File: src/rtl/lvt_live_value_table_pkg.sv
// Shared LVT definitions: entry width and the accelerator port codes stored per index.
package lvt_live_value_table_pkg;
  localparam int NPORTS  = 4;
  localparam int ENTRY_W = 2;

  typedef logic [ENTRY_W-1:0] lvt_entry_t;

  localparam lvt_entry_t ACCEL_0 = 2'd0;
  localparam lvt_entry_t ACCEL_1 = 2'd1;
  localparam lvt_entry_t ACCEL_2 = 2'd2;
  localparam lvt_entry_t ACCEL_3 = 2'd3;
endpackage

File: src/rtl/lvt_live_value_table_if.sv
// Write/read/flush bundle of the live value table; master drives requests, slave is the table.
interface lvt_live_value_table_if #(parameter int IDX_W = 6);
  import lvt_live_value_table_pkg::*;

  logic             wr_en_0, wr_en_1, wr_en_2, wr_en_3;
  logic [IDX_W-1:0] wr_idx_0, wr_idx_1, wr_idx_2, wr_idx_3;
  logic             rd_en_0, rd_en_1, rd_en_2, rd_en_3;
  logic [IDX_W-1:0] rd_idx_0, rd_idx_1, rd_idx_2, rd_idx_3;
  lvt_entry_t       rd_sel_0, rd_sel_1, rd_sel_2, rd_sel_3;
  logic             rd_valid_0, rd_valid_1, rd_valid_2, rd_valid_3;
  logic             flush_req;
  logic             busy;

  modport master (
    output wr_en_0, wr_en_1, wr_en_2, wr_en_3,
    output wr_idx_0, wr_idx_1, wr_idx_2, wr_idx_3,
    output rd_en_0, rd_en_1, rd_en_2, rd_en_3,
    output rd_idx_0, rd_idx_1, rd_idx_2, rd_idx_3,
    output flush_req,
    input  rd_sel_0, rd_sel_1, rd_sel_2, rd_sel_3,
    input  rd_valid_0, rd_valid_1, rd_valid_2, rd_valid_3,
    input  busy
  );

  modport slave (
    input  wr_en_0, wr_en_1, wr_en_2, wr_en_3,
    input  wr_idx_0, wr_idx_1, wr_idx_2, wr_idx_3,
    input  rd_en_0, rd_en_1, rd_en_2, rd_en_3,
    input  rd_idx_0, rd_idx_1, rd_idx_2, rd_idx_3,
    input  flush_req,
    output rd_sel_0, rd_sel_1, rd_sel_2, rd_sel_3,
    output rd_valid_0, rd_valid_1, rd_valid_2, rd_valid_3,
    output busy
  );
endinterface

File: src/rtl/lvt_write_arbiter.sv
// Resolves which write port owns a given index this cycle; higher port number wins.
module lvt_write_arbiter
  import lvt_live_value_table_pkg::*;
#(
  parameter int IDX_W = 6
) (
  input  logic [NPORTS-1:0]            wr_en_i,
  input  logic [NPORTS-1:0][IDX_W-1:0] wr_idx_i,
  input  logic [IDX_W-1:0]             idx_i,
  output logic                         hit_o,
  output lvt_entry_t                   code_o
);
  always_comb begin
    hit_o  = 1'b0;
    code_o = ACCEL_0;
    // Ascending scan so the last match (highest port) sticks.
    for (int p = 0; p < NPORTS; p++) begin
      if (wr_en_i[p] && (wr_idx_i[p] == idx_i)) begin
        hit_o  = 1'b1;
        code_o = lvt_entry_t'(p);
      end
    end
  end
endmodule

File: src/rtl/lvt_live_value_table.sv
// Live value table: per-index record of the last writing port, 4W/4R, write-first reads, init/flush sweep.
module lvt_live_value_table
  import lvt_live_value_table_pkg::*;
#(
  parameter int IDX_W = 6
) (
  input logic                    clk,
  input logic                    reset_n,
  lvt_live_value_table_if.slave  bus
);
  localparam int DEPTH = 1 << IDX_W;

  typedef enum logic {INIT = 1'b0, IDLE = 1'b1} state_e;

  state_e                        state_q, state_d;
  logic [IDX_W:0]                cnt_q, cnt_d;
  logic                          sweep;
  logic [NPORTS-1:0]             wr_en, rd_en, wr_ok;
  logic [NPORTS-1:0][IDX_W-1:0]  wr_idx, rd_idx;
  lvt_entry_t                    table_q [DEPTH];
  logic [DEPTH-1:0]              whit;
  lvt_entry_t [DEPTH-1:0]        wcode;
  logic [NPORTS-1:0]             bhit;
  lvt_entry_t [NPORTS-1:0]       bcode;
  lvt_entry_t [NPORTS-1:0]       sel_q, sel_d;
  logic [NPORTS-1:0]             vld_q, vld_d;

  assign wr_en  = {bus.wr_en_3, bus.wr_en_2, bus.wr_en_1, bus.wr_en_0};
  assign wr_idx = {bus.wr_idx_3, bus.wr_idx_2, bus.wr_idx_1, bus.wr_idx_0};
  assign rd_en  = {bus.rd_en_3, bus.rd_en_2, bus.rd_en_1, bus.rd_en_0};
  assign rd_idx = {bus.rd_idx_3, bus.rd_idx_2, bus.rd_idx_1, bus.rd_idx_0};

  assign sweep    = (state_q == INIT);
  assign bus.busy = sweep;
  assign wr_ok    = sweep ? '0 : wr_en;

  always_ff @(posedge clk or negedge reset_n) begin
    if (!reset_n) begin
      state_q <= INIT;
      cnt_q   <= '0;
    end else begin
      state_q <= state_d;
      cnt_q   <= cnt_d;
    end
  end

  // Flush is only honoured from IDLE, so a request during the sweep cannot extend it.
  always_comb begin
    state_d = state_q;
    cnt_d   = cnt_q;
    case (state_q)
      INIT: begin
        cnt_d = cnt_q + (IDX_W+1)'(1);
        if (cnt_q == (IDX_W+1)'(DEPTH-1)) begin
          state_d = IDLE;
          cnt_d   = '0;
        end
      end
      IDLE: begin
        if (bus.flush_req) begin
          state_d = INIT;
          cnt_d   = '0;
        end
      end
      default: state_d = INIT;
    endcase
  end

  for (genvar e = 0; e < DEPTH; e++) begin : g_entry
    lvt_write_arbiter #(.IDX_W(IDX_W)) u_warb (
      .wr_en_i (wr_ok),
      .wr_idx_i(wr_idx),
      .idx_i   (IDX_W'(e)),
      .hit_o   (whit[e]),
      .code_o  (wcode[e])
    );

    always_ff @(posedge clk) begin
      if (sweep && (cnt_q == (IDX_W+1)'(e))) table_q[e] <= ACCEL_0;
      else if (whit[e])                      table_q[e] <= wcode[e];
    end
  end

  for (genvar r = 0; r < NPORTS; r++) begin : g_rd
    lvt_write_arbiter #(.IDX_W(IDX_W)) u_barb (
      .wr_en_i (wr_ok),
      .wr_idx_i(wr_idx),
      .idx_i   (rd_idx[r]),
      .hit_o   (bhit[r]),
      .code_o  (bcode[r])
    );

    // Selector only moves on an accepted read; otherwise it holds for the word mux.
    always_comb begin
      sel_d[r] = sel_q[r];
      vld_d[r] = 1'b0;
      if (rd_en[r] && !sweep) begin
        vld_d[r] = 1'b1;
        sel_d[r] = bhit[r] ? bcode[r] : table_q[rd_idx[r]];
      end
    end
  end

  always_ff @(posedge clk or negedge reset_n) begin
    if (!reset_n) begin
      sel_q <= {NPORTS{ACCEL_0}};
      vld_q <= '0;
    end else begin
      sel_q <= sel_d;
      vld_q <= vld_d;
    end
  end

  assign bus.rd_sel_0   = sel_q[0];
  assign bus.rd_sel_1   = sel_q[1];
  assign bus.rd_sel_2   = sel_q[2];
  assign bus.rd_sel_3   = sel_q[3];
  assign bus.rd_valid_0 = vld_q[0];
  assign bus.rd_valid_1 = vld_q[1];
  assign bus.rd_valid_2 = vld_q[2];
  assign bus.rd_valid_3 = vld_q[3];
endmodule

File: src/flat_wrapper.sv
// flat-port wrapper written by rule: the top's interface ports become plain ports
module lvt_live_value_table_flat import lvt_live_value_table_pkg::*;
#(
  parameter int IDX_W = 6
)
  (clk, reset_n, bus_wr_en_0, bus_wr_en_1, bus_wr_en_2, bus_wr_en_3, bus_wr_idx_0, bus_wr_idx_1, bus_wr_idx_2, bus_wr_idx_3, bus_rd_en_0, bus_rd_en_1, bus_rd_en_2, bus_rd_en_3, bus_rd_idx_0, bus_rd_idx_1, bus_rd_idx_2, bus_rd_idx_3, bus_flush_req, bus_rd_sel_0, bus_rd_sel_1, bus_rd_sel_2, bus_rd_sel_3, bus_rd_valid_0, bus_rd_valid_1, bus_rd_valid_2, bus_rd_valid_3, bus_busy);
  lvt_live_value_table_if #(.IDX_W(IDX_W)) bus_i ();
  input logic clk;
  input logic reset_n;
  input wire logic [$bits(bus_i.wr_en_0)-1:0] bus_wr_en_0;
  input wire logic [$bits(bus_i.wr_en_1)-1:0] bus_wr_en_1;
  input wire logic [$bits(bus_i.wr_en_2)-1:0] bus_wr_en_2;
  input wire logic [$bits(bus_i.wr_en_3)-1:0] bus_wr_en_3;
  input wire logic [$bits(bus_i.wr_idx_0)-1:0] bus_wr_idx_0;
  input wire logic [$bits(bus_i.wr_idx_1)-1:0] bus_wr_idx_1;
  input wire logic [$bits(bus_i.wr_idx_2)-1:0] bus_wr_idx_2;
  input wire logic [$bits(bus_i.wr_idx_3)-1:0] bus_wr_idx_3;
  input wire logic [$bits(bus_i.rd_en_0)-1:0] bus_rd_en_0;
  input wire logic [$bits(bus_i.rd_en_1)-1:0] bus_rd_en_1;
  input wire logic [$bits(bus_i.rd_en_2)-1:0] bus_rd_en_2;
  input wire logic [$bits(bus_i.rd_en_3)-1:0] bus_rd_en_3;
  input wire logic [$bits(bus_i.rd_idx_0)-1:0] bus_rd_idx_0;
  input wire logic [$bits(bus_i.rd_idx_1)-1:0] bus_rd_idx_1;
  input wire logic [$bits(bus_i.rd_idx_2)-1:0] bus_rd_idx_2;
  input wire logic [$bits(bus_i.rd_idx_3)-1:0] bus_rd_idx_3;
  input wire logic [$bits(bus_i.flush_req)-1:0] bus_flush_req;
  output wire logic [$bits(bus_i.rd_sel_0)-1:0] bus_rd_sel_0;
  output wire logic [$bits(bus_i.rd_sel_1)-1:0] bus_rd_sel_1;
  output wire logic [$bits(bus_i.rd_sel_2)-1:0] bus_rd_sel_2;
  output wire logic [$bits(bus_i.rd_sel_3)-1:0] bus_rd_sel_3;
  output wire logic [$bits(bus_i.rd_valid_0)-1:0] bus_rd_valid_0;
  output wire logic [$bits(bus_i.rd_valid_1)-1:0] bus_rd_valid_1;
  output wire logic [$bits(bus_i.rd_valid_2)-1:0] bus_rd_valid_2;
  output wire logic [$bits(bus_i.rd_valid_3)-1:0] bus_rd_valid_3;
  output wire logic [$bits(bus_i.busy)-1:0] bus_busy;
  assign bus_i.wr_en_0 = bus_wr_en_0;
  assign bus_i.wr_en_1 = bus_wr_en_1;
  assign bus_i.wr_en_2 = bus_wr_en_2;
  assign bus_i.wr_en_3 = bus_wr_en_3;
  assign bus_i.wr_idx_0 = bus_wr_idx_0;
  assign bus_i.wr_idx_1 = bus_wr_idx_1;
  assign bus_i.wr_idx_2 = bus_wr_idx_2;
  assign bus_i.wr_idx_3 = bus_wr_idx_3;
  assign bus_i.rd_en_0 = bus_rd_en_0;
  assign bus_i.rd_en_1 = bus_rd_en_1;
  assign bus_i.rd_en_2 = bus_rd_en_2;
  assign bus_i.rd_en_3 = bus_rd_en_3;
  assign bus_i.rd_idx_0 = bus_rd_idx_0;
  assign bus_i.rd_idx_1 = bus_rd_idx_1;
  assign bus_i.rd_idx_2 = bus_rd_idx_2;
  assign bus_i.rd_idx_3 = bus_rd_idx_3;
  assign bus_i.flush_req = bus_flush_req;
  assign bus_rd_sel_0 = bus_i.rd_sel_0;
  assign bus_rd_sel_1 = bus_i.rd_sel_1;
  assign bus_rd_sel_2 = bus_i.rd_sel_2;
  assign bus_rd_sel_3 = bus_i.rd_sel_3;
  assign bus_rd_valid_0 = bus_i.rd_valid_0;
  assign bus_rd_valid_1 = bus_i.rd_valid_1;
  assign bus_rd_valid_2 = bus_i.rd_valid_2;
  assign bus_rd_valid_3 = bus_i.rd_valid_3;
  assign bus_busy = bus_i.busy;
  lvt_live_value_table #(.IDX_W(IDX_W)) u_core (.clk(clk), .reset_n(reset_n), .bus(bus_i));
endmodule
File: config.mk
export PLATFORM = sky130hd
export DESIGN_NAME = lvt_live_value_table_flat
export DESIGN_NICKNAME = d
export VERILOG_FILES = /design/src/rtl/lvt_live_value_table_pkg.sv /design/src/rtl/lvt_live_value_table_if.sv /design/src/rtl/lvt_write_arbiter.sv /design/src/rtl/lvt_live_value_table.sv /design/src/flat_wrapper.sv
export SDC_FILE = /design/constraint.sdc
export NUM_CORES = 1
export LEC_CHECK = 0
export CORE_ASPECT_RATIO = 1.5
export CORE_MARGIN = 2
export CORE_UTILIZATION = 50
export CTS_BUF_LIST = sky130_fd_sc_hd__clkbuf_16
export DETAILED_ROUTE_END_ITERATION = 12
export PLACE_DENSITY = 0.68
export SLEW_MARGIN = 40
export SYNTH_ARGS = -nofsm -noshare
export SYNTH_HDL_FRONTEND = slang
export SYNTH_SLANG_ARGS = --single-unit
File: constraint.sdc
create_clock -name clk -period 2.7 [get_ports clk]
set_clock_uncertainty 0.05 [all_clocks]
set_input_delay 0.405 -clock clk [delete_from_list [all_inputs] [get_ports clk]]
set_output_delay 0.405 -clock clk [all_outputs]
set_load 0.02 [all_outputs]
==> results_dict.tcl <==
set metrics [dict create \
    grt_max_degree 33 \
    fin_crit_ns 2.53 \
    nets 1564 \
    required_ns 2.25 \
    critical_path.max_fanout 13 \
    status "complete, no violations" \
    power.net_switching_uw 2820 \
    grt_pass1_vias 13500 \
    final.setup.worst_slack_ns 0.167 \
    clock_latency_ns 0.45 \
    start_kind "register" \
    fmax_mhz 395 \
    synth_top_area_share_pct 28.5 \
    syn_area_per_cell_um2 9.93 \
    r2r_end "u_core.bus.rd_sel_1[0]" \
    p_clk_share_pct 30.7 \
    end_kind "primary output" \
    initial_core_util_pct 50.9 \
    drc_errors 0 \
    final_cell_mix "nand2_1, buf_4, o21ai_0, edfxtp_1, mux4_2" \
    cap_viol_max_count 0 \
    max_slew_margin_pct 50.1 \
    switching_share_pct 35.7 \
    htree_num_levels 4 \
    clk_pin_slew_worst_paths_ns 0.07 \
    rows 73 \
    vias 13500 \
    dr.pass1.iters 9 \
    clock-sinks 148 \
    cts_tree "yes" \
    drive_above_1_share_pct 23.4 \
    crit_path_start "u_core.state_q" \
    synth_area_leader_cell "edfxtp_1" \
    avgRoutedWirePerCell_um 34.0 \
    synth_nets 1422 \
    ant_nets 0 \
    r2r-start "u_core.table_q[37][0]" \
    core_area_um2 26500 \
    pre_cts_slack_ns -0.224 \
    synth-edff-count 128 \
    cts_buffers 17 \
    power_density_nw_per_um2 482 \
    hold_violations 0 \
    critical_path.endpoint "bus_busy" \
    crit_type "register to primary output" \
    grt_pass1_wl_um 90100 \
    dieArea_um2 28300 \
    areaGrowthSynthToFinish_pct 21.4 \
    crit_path_top_delay_cell "clkdlybuf4s50_1" \
    arrival_ns 2.08 \
    min_path_type "input port to async pin" \
    p_int_uw 5070 \
    viasPerCell 7.27 \
    num_io_pins 72 \
    layout_commonest_cell "nand2_1" \
    fillCellCount 2194 \
    cts_buffer_depth 2 \
    ys_ff_latch 148 \
    io_buffers 71 \
    fp.dieW_um 138 \
    timing.final.crit_share_pct 93.8 \
    drt_iter0_drc 1898 \
    timing.setup.tns_ns 0 \
    tightest_slew_ns 0.747 \
    power_frac_comb_pct 32.3 \
    grt-ovfl-total 0 \
    utilization_pct 61.8 \
    seqPwrFrac_pct 37.0 \
    ff2ff_path_depth 6 \
    layout.cells.non_filler 1851 \
    synth.distinct_cells 64 \
    synth_cells 1359 \
    antenna_found_initial 2 \
    finalSetupViolations 0 \
    dpl.cell_count 1819 \
    synth_ff_type "edfxtp_1" \
    rrSetupSlack_ns 0.21 \
    place_hpwl_um 47000 \
    synth-async-reset-ratio_pct 13.5 \
    max_stage_delay_ns 0.63 \
    rsz0062_at_grt "no" \
    antenna_cells 0 \
    synth_area_leaders "edfxtp_1, mux4_2, o21ai_0, nand2_1, dfrtp_1" \
    slew_viol_final 0 \
    drt-total-wl_um 62900 \
    yosysSeqAreaShare_pct 32.2 \
    synthesis.area_um2 13500 \
    gp_congestion 1.11 \
    root_buffer "clkbuf_16" \
    leakagePower_uw 0.00582 \
    die_h_um 205 \
    grt_util_all_layers_pct 44.5 \
    synth_warnings 0 \
    path_cells "buf_4 > inv_1 > clkdlybuf4s50_1" \
    vdd_drop_max_uv 901 \
]
[state kept, by name, indices dropped and copies added (netlist names)]
| register | flops |
|---|---|
| u_core.vld_q | 4 |
| u_core.state_q | 1 |
| u_core.bus.rd_sel_0 | 2 |
| u_core.table_q | 128 |
| u_core.bus.rd_sel_3 | 2 |
| u_core.bus.rd_sel_1 | 2 |
| u_core.cnt_q | 7 |
| u_core.bus.rd_sel_2 | 2 |
[per-stage QoR]
stage	cell area (um^2)	hold WS, ns	power, uW
after floorplan	13500	0.0594	4270
after global placement	15800	0.429	5360
after detailed placement	15800	0.433	5400
after CTS	16400	0.293	7780
after global routing	16400	0.337	8080
final	16400	0.296	7890
[cells by family (layout without fill, tap and decap cells)]
family          Yosys count  after routing  synth area share, %
simple gates            546            546                 20.2
compound gates          279            279                 13.2
flops                   148            148                 32.2
buf+inv                 143            298                 4.86
mux                     140            140                 22.7
xor+xnor                 99             99                 6.43
fa+ha+maj                 4              4                0.371
[power by group through the flow]
stage / sequential (uW) / combinational (uW) / clock (uW)
CTS: 2900 / 2460 / 2420
global placement: 2940 / 2420 / 0
detailed placement: 2950 / 2450 / 0
finish: 2920 / 2550 / 2420
floorplan: 2860 / 1400 / 0
global route: 2930 / 2640 / 2510
[how the worst min path moves through the flow]
stage,from,endpoint,slack [ns],cells past startpoint
floorplan,reset_n,u_core.bus.rd_sel_0[0],0.06,0
global placement,u_core.bus.rd_sel_3[1],u_core.bus.rd_sel_3[1],0.43,1
CTS,reset_n,u_core.bus.rd_sel_2[0],0.29,2
finish,reset_n,u_core.bus.rd_sel_2[0],0.30,2
global route,reset_n,u_core.bus.rd_sel_2[0],0.34,2
detailed placement,u_core.bus.rd_sel_3[1],u_core.bus.rd_sel_3[1],0.43,1
[cell usage after synthesis, drive strengths merged (20+ instances only)]
master    n
a22oi    55
a32oi    24
buf      51
clkbuf   80
dfrtp    20
edfxtp  128
mux4    129
nand2   188
nand3    36
nand3b   62
nor2    111
nor3     25
nor4     26
o21ai   145
xnor2    47
xor2     52
[cell type report]
class                           count  area, um^2  area share, %
Clock buffer                       17         425           2.60
Inverter                           12        45.0          0.275
Clock inverter                     15         155          0.947
Tap cell                          337         422           2.57
Sequential cell                   148        4350           26.5
Multi-Input combinational cell   1068        8540           52.1
Timing Repair Buffer              254        2440           14.9
[layer usage]
metal	GRT usage, %	up-vias	wire (um)
li1	-	5545	-
met1	50.1	6461	20100
met2	71.2	1128	28800
met3	12.1	326	7660
met4	36.6	2	6330
met5	0	-	9
[critical path, delay by kind of cell (launching register included)]
| family | cells | cell delay [ns] |
|---|---|---|
| flops | 1 | 0.58 |
| buf+inv | 3 | 1.05 |
[repair_timing]
item,CTS,global route
buffers inserted,0,0
resized for setup,1,0
hold buffers,0,0
endpoints found under the setup margin,1,0
(Power assumes the default switching activity.)
